### config.mk
export PLATFORM = sky130hd
export DESIGN_NAME = array_behavioral_simple_flat
export DESIGN_NICKNAME = d
export VERILOG_FILES = /design/src/rtl/array_behavioral_simple_pkg.sv /design/src/rtl/array_behavioral_simple_if.sv /design/src/rtl/array_behavioral_simple.sv /design/src/flat_wrapper.sv
export SDC_FILE = /design/constraint.sdc
export NUM_CORES = 1
export LEC_CHECK = 0
export CORE_UTILIZATION = 41
export CTS_CLUSTER_DIAMETER = 120
export DETAILED_ROUTE_END_ITERATION = 6
export PLACE_DENSITY = 0.61
export SYNTH_ARGS = -nofsm -noshare
export SYNTH_HDL_FRONTEND = slang
export SYNTH_SLANG_ARGS = --single-unit
### constraint.sdc
create_clock -name clk -period 3.5 [get_ports clk]
set_clock_uncertainty 0.15 [all_clocks]
set_input_delay 1.05 -clock clk [delete_from_list [all_inputs] [get_ports clk]]
set_output_delay 1.05 -clock clk [all_outputs]
set_load 0.005 [all_outputs]
### src/rtl/array_behavioral_simple_pkg.sv
// Shared constants/helpers for the behavioural register array.
package array_behavioral_simple_pkg;

  // Address width needed to index n words (minimum 1 bit).
  function automatic int clog2(input int n);
    int w;
    w = 1;
    while ((1 << w) < n) w++;
    return w;
  endfunction

endpackage

### src/rtl/array_behavioral_simple_if.sv
// Write/read port bundle for the behavioural register array.
interface array_behavioral_simple_if #(
  parameter int WIDTH = 8,
  parameter int ADDR  = 2
);
  logic [WIDTH-1:0] write_data;
  logic [ADDR-1:0]  write_addr;
  logic             write_en;
  logic [ADDR-1:0]  read_addr;
  logic [WIDTH-1:0] read_data;

  modport master (
    output write_data, write_addr, write_en, read_addr,
    input  read_data
  );

  modport slave (
    input  write_data, write_addr, write_en, read_addr,
    output read_data
  );
endinterface

### src/rtl/array_behavioral_simple.sv
// Flop-based register array: one synchronous write port, one registered
// read-first read port, async active-high reset clearing all state.
module array_behavioral_simple
  import array_behavioral_simple_pkg::*;
#(
  parameter int WIDTH = 8,
  parameter int DEPTH = 4,
  parameter int ADDR  = clog2(DEPTH)
) (
  input  logic                      clk,
  input  logic                      rst,
  array_behavioral_simple_if.slave  bus
);

  logic [WIDTH-1:0] mem_q [DEPTH];
  logic [WIDTH-1:0] rd_q, rd_d;
  logic             wr_ok, rd_ok;

  // Range checks only exist when the address space has unused codes.
  generate
    if (DEPTH < (1 << ADDR)) begin : g_range
      localparam logic [ADDR:0] DEPTH_W = DEPTH[ADDR:0];
      assign wr_ok = {1'b0, bus.write_addr} < DEPTH_W;
      assign rd_ok = {1'b0, bus.read_addr}  < DEPTH_W;
    end else begin : g_full
      assign wr_ok = 1'b1;
      assign rd_ok = 1'b1;
    end
  endgenerate

  // Out-of-range reads return zero rather than an X from a missing word.
  always_comb begin
    rd_d = '0;
    if (rd_ok) rd_d = mem_q[bus.read_addr];
  end

  // Array write; out-of-range writes are dropped.
  always_ff @(posedge clk or posedge rst) begin
    if (rst) begin
      for (int i = 0; i < DEPTH; i++) mem_q[i] <= '0;
    end else if (bus.write_en && wr_ok) begin
      mem_q[bus.write_addr] <= bus.write_data;
    end
  end

  // Read register samples the pre-write contents (read-first).
  always_ff @(posedge clk or posedge rst) begin
    if (rst) rd_q <= '0;
    else     rd_q <= rd_d;
  end

  assign bus.read_data = rd_q;

endmodule

### src/flat_wrapper.sv
// flat-port wrapper written by rule: the top's interface ports become plain ports
module array_behavioral_simple_flat import array_behavioral_simple_pkg::*;
#(
  parameter int WIDTH = 8,
  parameter int DEPTH = 4,
  parameter int ADDR  = clog2(DEPTH)
)
  (clk, rst, bus_write_data, bus_write_addr, bus_write_en, bus_read_addr, bus_read_data);
  array_behavioral_simple_if #(.WIDTH(WIDTH), .ADDR(ADDR)) bus_i ();
  input  logic clk;
  input  logic rst;
  input wire logic [$bits(bus_i.write_data)-1:0] bus_write_data;
  input wire logic [$bits(bus_i.write_addr)-1:0] bus_write_addr;
  input wire logic [$bits(bus_i.write_en)-1:0] bus_write_en;
  input wire logic [$bits(bus_i.read_addr)-1:0] bus_read_addr;
  output wire logic [$bits(bus_i.read_data)-1:0] bus_read_data;
  assign bus_i.write_data = bus_write_data;
  assign bus_i.write_addr = bus_write_addr;
  assign bus_i.write_en = bus_write_en;
  assign bus_i.read_addr = bus_read_addr;
  assign bus_read_data = bus_i.read_data;
  array_behavioral_simple #(.WIDTH(WIDTH), .DEPTH(DEPTH), .ADDR(ADDR)) u_core (.clk(clk), .rst(rst), .bus(bus_i));
endmodule
==> results by stage, run 1 <==
Global route:
- After global routing the overflow that remains totals 0.
- The first global-routing pass estimated 4.60 mm of wire.
- The overall track demand over capacity in global routing is 0.157.
- The number of global-route vias before repair is 944.
- The number of antenna violations at the first check in global routing was 0.
- Entering global routing, the biggest net connects 41 pins.

Die:
- In this run the vertical extent of the chip is 64.6 microns.
- The region available for standard cell placement spans 0.00372 sq mm.
- The die covers 0.00417 sq mm.
- The cell row count is 22.
- The width of the die is 64.6 microns.
- During I/O placement, the number of pins put on the boundary was 23.
- The starting utilization of the core area is 0.432.

Placed design:
- During placement, the flow inserted port buffers numbering 22.
- Including well taps, the total number of placed cells is 157.
- The pre-CTS setup slack is 0.674 ns.
- In this run the cell area measured after placement is 0.00189 sq mm.
- The last weighted congestion value of the routability-driven placer is 0.666.
- The final HPWL from detailed placement is 1.80 mm.

Detailed routing:
- The detailed router finished its first iteration with 24 violations.
- For this block, the via count after detailed routing is 849.
- For this run, design rule violations remaining after detail routing come to 0.
- Detailed routing placed a total of 1.33 mm of wire on met2.
- After detailed routing, the total wire length is 2.69 mm.
- The routed design uses 130 microns of met3 wire.
- The first-pass detailed-route iteration total is 3.
- The highest metal layer carrying signal wires in the routed design is met4.
- The wire length the detailed router placed on met1 is 1.16 mm.
- Using the TritonRoute via totals, the vias-per-cell ratio works out to 5.15.
- Once detail routing completed, the nets flagged for antenna violations numbered 0.
- The routed wirelength normalized by instance count is 16.3 microns.

Setup path:
- The slowest stage of the critical path belongs to the cell clkdlybuf4s50_1.
- In this run the worst path has a maximum fanout of 8.
- The required arrival time at the worst endpoint is 3.52 ns.
- The critical path's largest stage delay is 0.56 ns.
- The arrival time at the worst endpoint is 2.53 ns.
- The worst setup path is captured at a flop.
- The startpoint type of the worst setup path is an input pin.
- The path type of the worst setup path is input pin to flop.
- Traced cell by cell, the critical path runs through clkdlybuf4s50_1, nor3b_4, mux2_2.

Power and ir drop:
- Of the total power, combinational logic draws 0.182.
- The part of the power in registers is 0.540.
- Of the total power, the share spent switching nets is 0.221.
- Of the total power, the clock network draws 0.278.
- The completed layout was analyzed and its total power is 1.10 mW.
- The analysis attributes to net switching a power of 242 uW.
- The power density over the cells is 553 mW/mm^2.
- The leakage power summed over all cells is 0.825 nW.
- The cell-internal power is 855 uW.
- The worst-case IR drop observed on VDD is 247 uV.

Clock network:
- The hold buffer count at cts is 0.
- TritonCTS built the clock tree.
- The TritonCTS buffer count is 5.
- The root buffer cell chosen for the clock tree is clkbuf_8.
- The number of levels in the clock H-tree is 2.
- The total of cells resized after clock tree synthesis is 0.
- After clock tree synthesis, the clock-pin slew on the worst setup and hold paths is 0.07 ns.
- The number of buffers on the longest clock path is 2.
- The clock sink total is 40.
- The number of setup buffers added after CTS is 0.
- The later pin in the worst-skew pair is clocked with a latency of 0.29 ns.

Synth:
- In the synthesized netlist, the number of instances is 87.
- The number of synthesized register bits is 40.
- The largest total area in the synthesized netlist belongs to dfrtp_1.
- The flip-flop cell with the highest count after synthesis is dfrtp_1.
- Each instance of the synthesized netlist takes up on average 18.5 sq um.
- By instance count, the leading cell after synthesis is dfrtp_1.
- After synthesis, the cell types taking the most area are dfrtp_1 62%, mux2_2 22%, mux4_2 11%, nand3b_2 1.4%, nor3b_4 1.2%.
- The number of warning messages in the yosys log is 0.
- Of the post-synthesis cell area, the dominant cell type holds 0.623.
- The synthesized design contains 0 enable-type register cells.
- Synthesis instantiated 8 different standard cells from the library.
- The commonest cells after synthesis are 40 x dfrtp_1, 32 x mux2_2, 8 x mux4_2.
- The cell area after synthesis is 0.00161 sq mm.
- The number of nets handed over by synthesis was 102.
- The share of synthesized flip-flops with an asynchronous set or reset is 1.00.
- The fraction of the yosys area taken by sequential cells is 0.623.

Finish:
- The final standard cell count with taps included and fillers excluded is 165.
- The filler cell count is 322.
- For this run, the share of the core covered by cells in the final layout is 0.533.
- The repair_antennas step left the layout with diodes totalling 0.
- The area overhead of the layout relative to synthesis is 23.4%.
- The net count of the finished layout is 131.
- After routing the design area is 0.00198 sq mm.
- The fraction of final layout cells sized beyond drive strength 1 is 0.444.

STA:
- The number of hold violations in the final report is 0.
- The max-slew violation total from the final report is 0.
- The relative max-transition margin is 0.651.
- Setup repair after global routing left no endpoint under its margin.
- Setup slack closes at 0.994 ns.
- The worst hold slack after final layout is 0.350 ns.
- After layout, the minimum clock period comes to 2.51 ns.
- At the pin with the least slew margin, the transition time is 0.522 ns.
- The final setup violation count is 0.
- Dividing the final minimum period by the clock period gives 0.716.
- The sum of negative setup slack is 0 ns.
- The maximum clock frequency is 399 MHz.

Min path:
- The tightest min-delay check is of the flop to flop type.

Status:
- The flow ran to the end, and the final reports show no timing, DRC or antenna violations.

Job:
- Across the run, the number of max-cap violations was 0.
==> flip-flops by register name (all words and copies together), names as in the netlist <==
register / cells
u_core.mem_q: 32
u_core.bus.read_data: 8
==> final cells by class <==
| type | count | area, sq um | share of cell area |
|---|---|---|---|
| clock buffers | 8 | 90.1 | 0.0455 |
| inverters | 1 | 3.75 | 0.00189 |
| multi-input cells | 44 | 592 | 0.299 |
| flip-flops and latches | 40 | 1000 | 0.505 |
| well taps | 48 | 60.1 | 0.0303 |
| repair buffers | 24 | 235 | 0.119 |
==> placed cells by master, fill, tap and decap left out, drive strengths merged <==
| cell type | count |
|---|---|
| mux2 | 32 |
| mux4 | 8 |
| clkbuf | 8 |
| nand3b | 2 |
| buf | 2 |
| clkdlybuf4s50 | 22 |
| nand3 | 1 |
| nor3b | 1 |
| inv | 1 |
| dfrtp | 40 |
==> layer usage <==
| layer | track usage | up-vias |
|---|---|---|
| li1 | - | 379 |
| met1 | 0.190 | 442 |
| met2 | 0.243 | 20 |
| met3 | 0.0475 | 8 |
| met4 | 0.100 | 0 |
| met5 | 0 | - |
==> worst max-delay path: cells and delay by family <==
family | cells | cell delay, ns
mux | 1 | 0.40
buf+inv | 1 | 0.56
simple gates | 1 | 0.51
==> power by group through the flow <==
stage                     Combinational, mW  Clock [mW]  Sequential (mW)
after floorplan                       0.117           0            0.592
after global placement                0.197           0            0.598
after detailed placement              0.203           0            0.603
after CTS                             0.203       0.317            0.593
after global routing                  0.217       0.333            0.602
final                                 0.199       0.305            0.592
==> final timing paths <==
path                                  from                 endpoint  slack [ns]  cells past startpoint
max reg2reg                u_core.mem_q[4]  u_core.bus.read_data[4]        2.38                      1
max in group asynchronous              rst  u_core.bus.read_data[7]        1.82                      3
min reg2reg                u_core.mem_q[3]          u_core.mem_q[3]        0.35                      1
max                           bus_write_en         u_core.mem_q[31]        0.99                      3
min                        u_core.mem_q[3]          u_core.mem_q[3]        0.35                      1
min in group asynchronous              rst         u_core.mem_q[30]        1.04                      3
==> logic make-up (layout without fill, tap and decap cells) <==
logic type | Yosys count | in the layout | synth area share
buf+inv | 3 | 33 | 0.00856
simple gates | 4 | 4 | 0.0319
mux | 40 | 40 | 0.336
flops | 40 | 40 | 0.623
Power figures use the tool's default switching activity.
==> inputs of run 2 (changes only) <==
--- a/config.mk
+++ b/config.mk
@@ -8,7 +8,7 @@
 export CORE_UTILIZATION = 41
 export CTS_CLUSTER_DIAMETER = 120
 export DETAILED_ROUTE_END_ITERATION = 6
-export PLACE_DENSITY = 0.61
+export PLACE_DENSITY = 0.63
 export SYNTH_ARGS = -nofsm -noshare
 export SYNTH_HDL_FRONTEND = slang
 export SYNTH_SLANG_ARGS = --single-unit
==> constraint.sdc (replaced) <==
create_clock -name clk -period 2.1 [get_ports clk]
set_clock_uncertainty 0.15 [all_clocks]
set_input_delay 0.63 -clock clk [delete_from_list [all_inputs] [get_ports clk]]
set_output_delay 0.63 -clock clk [all_outputs]
set_load 0.005 [all_outputs]
==> results by stage, run 2 (synthesized netlist as in run 1, its figures left out) <==
Status:
- The run finished with clean final reports.

Clock network:
- The clock transition at the registers of the reported paths is 0.07 ns (about the same).
- The latest clock arrival within the worst-skew pair was 0.28 ns (about the same).
- The hold buffer count at cts is 0 (unchanged).
- In this run the clock root is driven by a clkbuf_8.
- The number of levels in the clock H-tree was 2 (unchanged).
- The number of setup buffers added after CTS is 0 (unchanged).
- TritonCTS built the clock tree.
- The clock sink total was 40 (unchanged).
- The TritonCTS buffer count is 5 (unchanged).
- The number of buffers on the longest clock path is 2 (unchanged).
- The total of cells resized after clock tree synthesis came to 0 (unchanged).

Detailed routing:
- The number of nets with antenna violations after routing is 0 (unchanged).
- The routed wirelength normalized by instance count is 16.0 microns (-1.9%).
- The first-iteration detailed-routing DRC count is 23 (-4.2%).
- The total length of routed wires is 2.79 mm (+4.0%).
- The number of vias after detailed routing is 882 (+3.9%).
- The DRC violation count after routing is 0 (unchanged).
- The mean number of vias per cell is 5.04 (-2.0%).
- The first-pass detailed-route iteration total is 3 (unchanged).

Placed design:
- The number of buffer cells added on primary ports came to 22 (unchanged).
- The last weighted congestion value of the routability-driven placer is 0.717 (+7.7%).
- The final HPWL from detailed placement is 2.03 mm (+12%).
- The pre-CTS setup slack is -0.132 ns (-0.806 ns).
- The placed instance area is 0.00199 sq mm (+5.0%).

Setup path:
- The launch point of the worst reg-to-reg path is u_core.mem_q[2].
- By startpoint and endpoint, the worst setup path is classified as input pin to flop.
- The arrival time at the worst endpoint is 1.94 ns (-0.59 ns).
- The startpoint type of the worst setup path is an input pin.
- The capture point of the critical path is u_core.mem_q[5].
- The worst setup path is captured at a flop.
- The largest fanout of any net on the critical path came to 8 (unchanged).
- The worst setup slack for register-to-register paths is 0.95 ns (-1.43 ns).
- The capture instance of the worst register-to-register path is u_core.bus.read_data[2].
- The launch point of the worst path is bus_write_addr[0].
- The required arrival time at the worst endpoint is 2.12 ns (-1.40 ns).
- The depth of the worst register-to-register path is 1 (unchanged).

Global route:
- The overall track demand over capacity in global routing is 0.160 (+0.00278).
- The number of antenna violations at the first check in global routing is 0 (unchanged).
- The wire length of the first global-routing pass came to 4.66 mm (+1.3%).
- The number of global-route vias before repair is 982 (+4.0%).
- The aggregate global routing overflow is 0 (unchanged).
- The pin count of the biggest net entering global routing was 41 (unchanged).

Power and ir drop:
- The post-layout total power is 1.80 mW (+64%).
- The power density over the cells was 870 mW/mm^2 (+57%).
- The leakage power summed over all cells came to 0.878 nW (+6.4%).
- The maximum ir drop on the vdd rail was 457 uV (+85%).

Die:
- The standard cell core area came to 0.00372 sq mm (unchanged).
- The width of the die is 64.6 microns (unchanged).
- The die outline area came to 0.00417 sq mm (unchanged).
- The height of the die is 64.6 microns (unchanged).
- The starting utilization of the core area came to 0.432 (unchanged).
- The top-level I/O count is 23 (unchanged).
- The cell row count was 22 (unchanged).

STA:
- The number of hold violations in the final report is 0 (unchanged).
- The max-slew violation total from the final report is 0 (unchanged).
- The worst-case setup margin in the final layout was 0.183 ns (-0.810 ns).
- Setup repair after global routing left no endpoint under its margin.
- Timing would allow up to 522 MHz.
- Subtracting the final worst setup slack from the clock period gives 1.92 ns.
- The relative max-transition margin is 0.818 (+0.167).
- The worst hold slack after final layout is 0.356 ns (+0.00615 ns).
- The final setup violation count is 0 (unchanged).
- The share of the cycle needed by the critical path after routing is 0.913.
- The actual slew at the worst max-slew pin is 0.272 ns (-0.250 ns).

Finish:
- The number of nets in the layout came to 142 (+8.4%).
- Leaving out fill and tap cells, the most frequent cell in the layout is dfrtp_1.
- The fraction of final layout cells sized beyond drive strength 1 is 0.496 (+0.0516).
- The final non-filler cell area is 0.00206 sq mm (+4.2%).
- The top cell types in the final layout, fill and taps aside, are 40 x dfrtp_1, 32 x mux2_2, 22 x clkdlybuf4s50_1.
- More flip-flops sit in one register than any other, and that register is u_core.mem_q.
- The number of flip-flops in the largest register is 32 (unchanged).
- The filler cell count is 294 (-8.7%).
- The antenna diode count came to 0 (unchanged).
- Relative to the synthesized area, the layout overhead comes to 28.5%.

Min path:
- The worst hold path belongs to the class flop to flop.

Job:
- The max-cap check violation count is 0 (unchanged).
-- run 2: worst min-delay path by stage --
stage	from	end	slack (ns)	cells after the start
after global routing	u_core.mem_q[22]	u_core.mem_q[22]	0.37	1
after CTS	u_core.mem_q[12]	u_core.mem_q[12]	0.36	1
after global placement	u_core.mem_q[10]	u_core.mem_q[10]	0.33	1
after detailed placement	u_core.mem_q[22]	u_core.mem_q[22]	0.34	1
after floorplan	u_core.mem_q[10]	u_core.mem_q[10]	0.32	1
final	u_core.mem_q[12]	u_core.mem_q[12]	0.36	1
-- run 2: through the flow --
stage / cells / utilization / setup TNS, ns
2_1_floorplan: 87 / - / 0
3_3_place_gp: 168 / 0.535 / -1.82
3_5_place_dp: 168 / 0.535 / -2.12
4_1_cts: 175 / 0.556 / 0
5_1_grt: 175 / 0.556 / 0
6_report: 175 / 0.556 / 0
-- run 2: critical path: stages --
cell and delay (ns):
clkdlybuf4s50_1 0.57, buf_4 0.15, nand3_2 0.23, mux2_2 0.35
-- run 2: power breakdown --
group / switching (mW) / internal [mW] / total [mW]
Combinational: 0.105 / 0.248 / 0.353
Sequential: 0.0631 / 0.924 / 0.987
Clock: 0.231 / 0.225 / 0.456
-- run 2: per-layer routing --
metal / track usage / wire, microns
met1: 0.190 / 1180
met2: 0.266 / 1490
met3: 0.0370 / 75
met4: 0.0917 / 47
met5: 0 / 0
-- run 2: final cells by class --
| type | instances | area, sq um | share of cell area |
|---|---|---|---|
| Clock buffer | 6 | 72.6 | 0.0352 |
| Clock inverter | 1 | 5.00 | 0.00242 |
| Timing Repair Buffer | 35 | 330 | 0.160 |
| Sequential cell | 40 | 1000 | 0.485 |
| Tap cell | 48 | 60.1 | 0.0291 |
| Multi-Input combinational cell | 44 | 592 | 0.287 |
| Inverter | 1 | 3.75 | 0.00182 |
==> inputs of run 3 (changes only) <==
--- a/config.mk
+++ b/config.mk
@@ -5,10 +5,12 @@
 export SDC_FILE = /design/constraint.sdc
 export NUM_CORES = 1
 export LEC_CHECK = 0
+export ABC_CLOCK_PERIOD_IN_PS = 2100
 export CORE_UTILIZATION = 41
 export CTS_CLUSTER_DIAMETER = 120
 export DETAILED_ROUTE_END_ITERATION = 6
 export PLACE_DENSITY = 0.63
+export SKIP_LAST_GASP = 1
 export SYNTH_ARGS = -nofsm -noshare
 export SYNTH_HDL_FRONTEND = slang
 export SYNTH_SLANG_ARGS = --single-unit
==> results of run 3 <==
The final DEF is identical to that of run 2; final timing and power are the same.
